**src/rtl/glyph_row_serializer_pkg.sv**
```systemverilog
// Shared text-display constants: glyph cell geometry and serializer state encoding.
// Each 8-line glyph spans 4 ROM words, with two 8-pixel rows packed per word.
package glyph_row_serializer_pkg;

  localparam int GLYPH_CELL_W    = 8;
  localparam int GLYPH_WORD_W    = 2 * GLYPH_CELL_W;
  localparam int GLYPH_LINES     = 8;
  localparam int GLYPH_WORDS     = GLYPH_LINES / 2;

  typedef enum logic {
    IDLE  = 1'b0,
    SHIFT = 1'b1
  } state_t;

endpackage

```
**src/rtl/glyph_row_select.sv**
```systemverilog
// Picks the even-line (upper) or odd-line (lower) row out of a glyph ROM word.
// Purely combinational.
module glyph_row_select #(
  parameter int CELL_W = 8,
  parameter int WORD_W = 16
) (
  input  logic [WORD_W-1:0] i_word,
  input  logic              i_sel_odd,
  output logic [CELL_W-1:0] o_row
);

  assign o_row = i_sel_odd ? i_word[CELL_W-1:0] : i_word[WORD_W-1:CELL_W];

endmodule

```
**src/rtl/glyph_row_serializer.sv**
```systemverilog
// Loads one glyph row from the registered ROM word and shifts it out MSB-first.
// First pixel two clocks after cell_start; a new cell may preempt a running row.
module glyph_row_serializer
  import glyph_row_serializer_pkg::*;
#(
  parameter int CELL_W = GLYPH_CELL_W,
  parameter int WORD_W = GLYPH_WORD_W
) (
  input  logic              i_clk,
  input  logic              i_rst,
  input  logic              i_active,
  input  logic              i_cell_start,
  input  logic              i_line_lsb,
  input  logic [WORD_W-1:0] i_glyph_data,
  input  logic              i_clr_err,
  output logic              o_pixel_on,
  output logic              o_pixel_valid,
  output logic              o_misalign_err
);

  localparam int IDX_W = (CELL_W > 1) ? $clog2(CELL_W) : 1;
  localparam logic [IDX_W-1:0] IDX_LAST = IDX_W'(CELL_W - 1);

  state_t              r_state;
  state_t              w_state_nxt;
  logic                r_load_pend;
  logic                w_load_pend_nxt;
  logic                r_lsb_q;
  logic                w_lsb_nxt;
  logic [CELL_W-1:0]   r_shift_reg;
  logic [CELL_W-1:0]   w_shift_nxt;
  logic [IDX_W-1:0]    r_idx;
  logic [IDX_W-1:0]    w_idx_nxt;
  logic                r_misalign_err;
  logic                w_err_nxt;
  logic                w_set_err;
  logic [CELL_W-1:0]   w_row;

  // lsb_q is the registered copy so a fresh cell_start this cycle cannot
  // steer the row being loaded from the previous fetch.
  glyph_row_select #(
    .CELL_W (CELL_W),
    .WORD_W (WORD_W)
  ) u_row_select (
    .i_word    (i_glyph_data),
    .i_sel_odd (r_lsb_q),
    .o_row     (w_row)
  );

  always_ff @(posedge i_clk or posedge i_rst) begin
    if (i_rst) begin
      r_state        <= IDLE;
      r_load_pend    <= 1'b0;
      r_lsb_q        <= 1'b0;
      r_shift_reg    <= '0;
      r_idx          <= '0;
      r_misalign_err <= 1'b0;
    end else begin
      r_state        <= w_state_nxt;
      r_load_pend    <= w_load_pend_nxt;
      r_lsb_q        <= w_lsb_nxt;
      r_shift_reg    <= w_shift_nxt;
      r_idx          <= w_idx_nxt;
      r_misalign_err <= w_err_nxt;
    end
  end

  always_comb begin
    w_state_nxt     = r_state;
    w_load_pend_nxt = r_load_pend;
    w_lsb_nxt       = r_lsb_q;
    w_shift_nxt     = r_shift_reg;
    w_idx_nxt       = r_idx;
    w_set_err       = 1'b0;

    if (!i_active) begin
      w_state_nxt     = IDLE;
      w_load_pend_nxt = 1'b0;
      w_shift_nxt     = '0;
    end else begin
      if (r_load_pend) begin
        w_shift_nxt     = w_row;
        w_idx_nxt       = '0;
        w_state_nxt     = SHIFT;
        w_load_pend_nxt = 1'b0;
        w_set_err       = (r_state == SHIFT) && (r_idx != IDX_LAST);
      end else if (r_state == SHIFT) begin
        if (r_idx != IDX_LAST) begin
          w_shift_nxt = r_shift_reg << 1;
          w_idx_nxt   = r_idx + 1'b1;
        end else begin
          w_state_nxt = IDLE;
          w_shift_nxt = '0;
        end
      end

      // A cell_start coinciding with a load keeps the fetch pipeline primed.
      if (i_cell_start) begin
        w_load_pend_nxt = 1'b1;
        w_lsb_nxt       = i_line_lsb;
      end
    end

    if (w_set_err) begin
      w_err_nxt = 1'b1;
    end else if (i_clr_err) begin
      w_err_nxt = 1'b0;
    end else begin
      w_err_nxt = r_misalign_err;
    end
  end

  assign o_pixel_on     = r_shift_reg[CELL_W-1];
  assign o_pixel_valid  = (r_state == SHIFT);
  assign o_misalign_err = r_misalign_err;

endmodule
```
**config.mk**
```make
export PLATFORM = sky130hd
export DESIGN_NAME = glyph_row_serializer
export DESIGN_NICKNAME = d
export VERILOG_FILES = /design/src/rtl/glyph_row_serializer_pkg.sv /design/src/rtl/glyph_row_select.sv /design/src/rtl/glyph_row_serializer.sv
export SDC_FILE = /design/constraint.sdc
export NUM_CORES = 1
export LEC_CHECK = 0
export ABC_AREA = 0
export BUFFER_PORTS_ARGS = -buffer_cell sky130_fd_sc_hd__buf_2
export CORE_MARGIN = 8
export CORE_UTILIZATION = 45
export DETAILED_ROUTE_END_ITERATION = 6
export MAX_ROUTING_LAYER = met4
export PLACE_DENSITY = 0.72
export SKIP_LAST_GASP = 1
export SYNTH_ARGS = -nofsm -noshare
export SYNTH_HDL_FRONTEND = slang
export SYNTH_SLANG_ARGS = --single-unit
```
**constraint.sdc**
```tcl
create_clock -name i_clk -period 2.2 [get_ports i_clk]
set_input_delay 0.11 -clock i_clk [delete_from_list [all_inputs] [get_ports i_clk]]
set_output_delay 0.11 -clock i_clk [all_outputs]
set_load 0.02 [all_outputs]
```
# Yosys cells after proc, flatten, opt, wreduce, memory -nomap -nowiden
# Cells that the tools add are included.
[totals]
elab_cells = 33
in_bits = 22
ff_bits = 15
output_inout_bits = 3
[classes]
reduce_logical = 6
mux = 18
n_eq_ne = 2
n_addsub = 1
[op_table]
columns = ["operator", "count"]
rows = [
  ["two-way mux 8 bit", 5],
  ["two-way mux 1 bit", 10],
  ["two-way mux 3 bit", 3],
  ["nonzero test 2 bit", 3],
  ["adder 3 x 1 -> 3 bit (second input constant)", 1],
  ["inequality test 3 x 1 -> 1 bit (second input constant)", 1],
  ["inequality test 3 bit (second input constant)", 1],
  ["AND reduction 3 bit", 1],
  ["AND reduction 2 bit", 1],
  ["logical AND 1 bit", 1],
]

# Logic depth before layout (Yosys ltp)
[logic_depth]
depth_word = 5
depth_mapped = 5
mapped_depth_nobuf = 5

# Cells and area by module
# A second synthesis with hierarchy kept.
[hier_totals]
cells_unflattened = 67
hier_area_um2 = 794.5
[by_module_without_submodules]
columns = ["mod", "area_each_um2", "n_inst", "seq_area_each_um2", "cells_each"]
rows = [
  ["glyph_row_serializer", 663.1, 1, 375.4, 58],
  ["glyph_row_select", 131.4, 1, 0.0, 9],
]

# Worst setup path before layout
# Ideal clock, no wire load.
[synth_path]
path_kind = "register -> register"
startpoint = "register r_idx[0]"
endpoint = "register r_idx[0]"
setup_ns = 0.125
path_stages_with_launch = 6
required_ns = 2.075
path_slack_ns = 0.767
arrival_ns = 1.308
path_buffers = 0
synth_period_minus_slack_ns = 1.433
cell_sequence = "dfrtp_1 ha_1 ha_1 nor2b_4 o21ai_2 mux2_4"
[synth_between]
elab_chain_len = 4
word_cells_on_any_way = 7
cone_classes = "add/sub: 1; eq/ne: 1; mux: 3; reduce/logical: 2"
[synth_rtl]
columns = ["item", "line_no", "text"]
rows = [
  ["from (decl)", "glyph_row_serializer.sv:32", "logic [IDX_W-1:0] r_idx;"],
  ["from (signal assigned)", "glyph_row_serializer.sv:63", "r_idx <= w_idx_nxt;"],
  ["adder 3 x 1 -> 3 bit", "glyph_row_serializer.sv:90", "w_idx_nxt = r_idx + 1'b1;"],
  ["two-way mux 3 bit", "glyph_row_serializer.sv:88", "if (r_idx != IDX_LAST) begin"],
  ["two-way mux 3 bit", "glyph_row_serializer.sv:87", "end else if (r_state == SHIFT) begin"],
  ["two-way mux 3 bit", "glyph_row_serializer.sv:81", "if (r_load_pend) begin"],
]
# Several ways; a longest one is shown, not always the timed one. The select of a mux whose other input is x is not followed.
# A chain may end at the register's enable or synchronous reset.

# Worst setup path after layout
# Ends and elaborated chain as after synthesis.

==> summary.md <==
| Metric | Value |
|---|---|
| Status | finished clean |
| Total Power | 0.600 mW |
| CTS root buf | clkbuf_4 |
| Number of synthesized flops with an enable pin | 0 |
| #FFs+latches synth | 15 |
| Initial Utilization | 47.6% |
| Post-Place Setup Slack | 0.653 ns |
| Power Density | 627 nW/µm² |
| Ranking of synthesized cells by area | dfrtp_1 (46%), mux2i_1 (8.6%), a221oi_1 (7.5%) |
| Final Setup Violations | 0 |
| Synth top cells by count | dfrtp_1 (15), a21oi_1 (7), a221oi_1 (7), mux2i_1 (7), nand3b_1 (6) |
| CTS tree | done |
| Fill count | 153 |
| Netlist cell types | 21 |
| Largest net degree at the start of global routing | 20 |
| FFs w/ async S/R, synth | 100% |
| DRT Pass-1 Iters | 4 |
| Max reg flops | 8 |
| CP Max Fanout | 8 |
| Clk sinks | 15 |
| HPWL after detailed placement | 1.25 mm |
| Drt drc | 0 |
| Total of max-cap violations | 0 |
| RSZ-0062 raised after global routing | no |
| Row count | 15 |
| Area Growth Syn to Fin | 17.7% |
| First-pass GRT wire length | 2.68 mm |
| Worst-Skew Late Latency | 0.29 ns |
| Period utilization | 70.8% |
| Hold WC Path Type | in2reg |
| Cells after synthesis | 67 |
| Synth Cell Area | 813 µm² |
| Grt total ovfl | 0 |
| Final Cell Area | 957 µm² |
| Tot GR Track Use | 10.6% |
| Average wire per standard cell | 14.2 µm |
| Post-layout util | 56.0% |
| Fmax | 642 MHz |
| CORE AREA | 1710 µm² |
| Final worst setup slack | 0.641 ns |
| Leakage power | 0.471 nW |
| Slew @ Worst Pin | 0.627 ns |
| Cell depth of the worst flop-to-flop path | 5 |
| Vias post-DR | 640 |
| CP arrival | 1.74 ns |
| H-tree lvl count | 1 |
| Antenna Cells | 0 |
| Vias in the first global route | 615 |
| Port Buf Inserts | 24 |
| Die Ht | 58.5 µm |
| I/O pin cnt | 25 |
| Synth Warn # | 0 |
| Clock-pin slew on the worst setup and hold paths | 0.09 ns |
| Final Hold Vio Count | 0 |
| Worst Clk Skew | 0.00302 ns |
| Die area | 3420 µm² |
| Sequential share of the synthesized area | 46.2% |
| Setup CP Type | reg2reg |
| Layout cells sized above 1 | 39.1% |
| Post-Route WL | 1.66 mm |
| Yosys top cell area share | 46.2% |
| Setup TNS | 0 ns |
| Final Net Count | 117 |
| Max clock buf depth | 2 |
| Final non-filler cell total | 117 |
| Fin crit period | 1.56 ns |
| Worst vdd rail ir drop | 389 µV |
| # placed instances | 112 |
| Pins Over Slew Limit | 0 |
| Die width | 58.5 µm |
| Placer Congestion | 0.722 |
| Count leader, synth | dfrtp_1 |
| Mean Syn Cell Area | 12.1 µm² |
| Worst setup SP type | register |
| Hold path depth | 2 |
| Total CTS buffers | 3 |
| Hold WS | 0.0456 ns |
| Worst Path Required | 2.39 ns |
| Post-CTS Setup Bufs | 0 |
| Slew HR | 58.2% |
| Placed instance area | 920 µm² |
| Antenna violations before repair | 0 |
| Initial DRC count | 9 |
| Vias per cell | 5.47 |
| Synth Flop Type | dfrtp_1 |
| Setup crit end kind | register |
| Dominant cell type by area after synthesis | dfrtp_1 |
| Antenna Violating Nets Remaining | 0 |
| Syn_nets | 91 |
## cell families after synthesis
kind of cell,Yosys count,synth area share [%]
adders and majority gates,2,3.08
DFF,15,46.2
and+or+nand+nor,12,12.6
AOI/OAI and AO/OA,19,16.6
buffers and inverters,9,7.85
muxes,10,13.7
## final timing paths
kind | startpoint | to | slack (ns)
min in group asynchronous | i_rst | r_idx[2] | 0.40
worst max register to register | r_idx[0] | r_idx[0] | 0.64
worst min register to register | r_idx[1] | r_idx[1] | 0.52
worst max-delay path | r_idx[0] | r_idx[0] | 0.64
max in group asynchronous | i_rst | r_shift_reg[6] | 1.43
worst min-delay path | i_clr_err | o_misalign_err | 0.05
## layout make-up
cell class	instances	area, µm²	area share, %
tap	25	31.3	3.27
timing repair buffer	25	130	13.6
inverter	5	18.8	1.96
clock buffer	3	22.5	2.35
sequential	15	375	39.2
multi-input combinational	43	374	39.1
clock inverter	1	5.00	0.523
## cell usage in the layout, fill, tap and decap left out, drive strengths merged
| master | n |
|---|---|
| nor2 | 1 |
| a221oi | 7 |
| ha | 2 |
| nor4 | 1 |
| nand3 | 1 |
| o21ai | 2 |
| a211oi | 1 |
| clkbuf | 3 |
| buf | 24 |
| nor2b | 1 |
| and2 | 1 |
| mux2i | 7 |
| dlygate4sd3 | 1 |
| dfrtp | 15 |
| a21oi | 7 |
| nor3b | 1 |
| a22o | 2 |
| inv | 5 |
| nand3b | 6 |
| mux2 | 3 |
| clkinv | 1 |
## where the power goes
group	internal (mW)	switching (mW)	total [mW]	leakage [nW]
Combinational	0.0627	0.0437	0.106	0.255
Clock	0.0677	0.0949	0.163	0.0177
Sequential	0.299	0.0320	0.331	0.198
## layer usage
layer	vias up	routed length, µm	GRT usage, %
met2	14	793	17.2
li1	305	-	-
met1	317	741	10.8
met3	4	95	4.13
met4	0	30	6.29
met5	-	0	-
## timing repair
item                      4_1_cts  5_1_grt
gates resized for setup         0        0
hold buffers                    1        0
hold endpoints to repair       15        0
## worst max-delay path: stages, from the launching register on
cell and delay [ns]:
dfrtp_1 0.41, ha_1 0.20, ha_1 0.30, nor2b_4 0.18
o21ai_2 0.09, mux2_4 0.28
No activity file was read; power rests on OpenSTA's default activity.
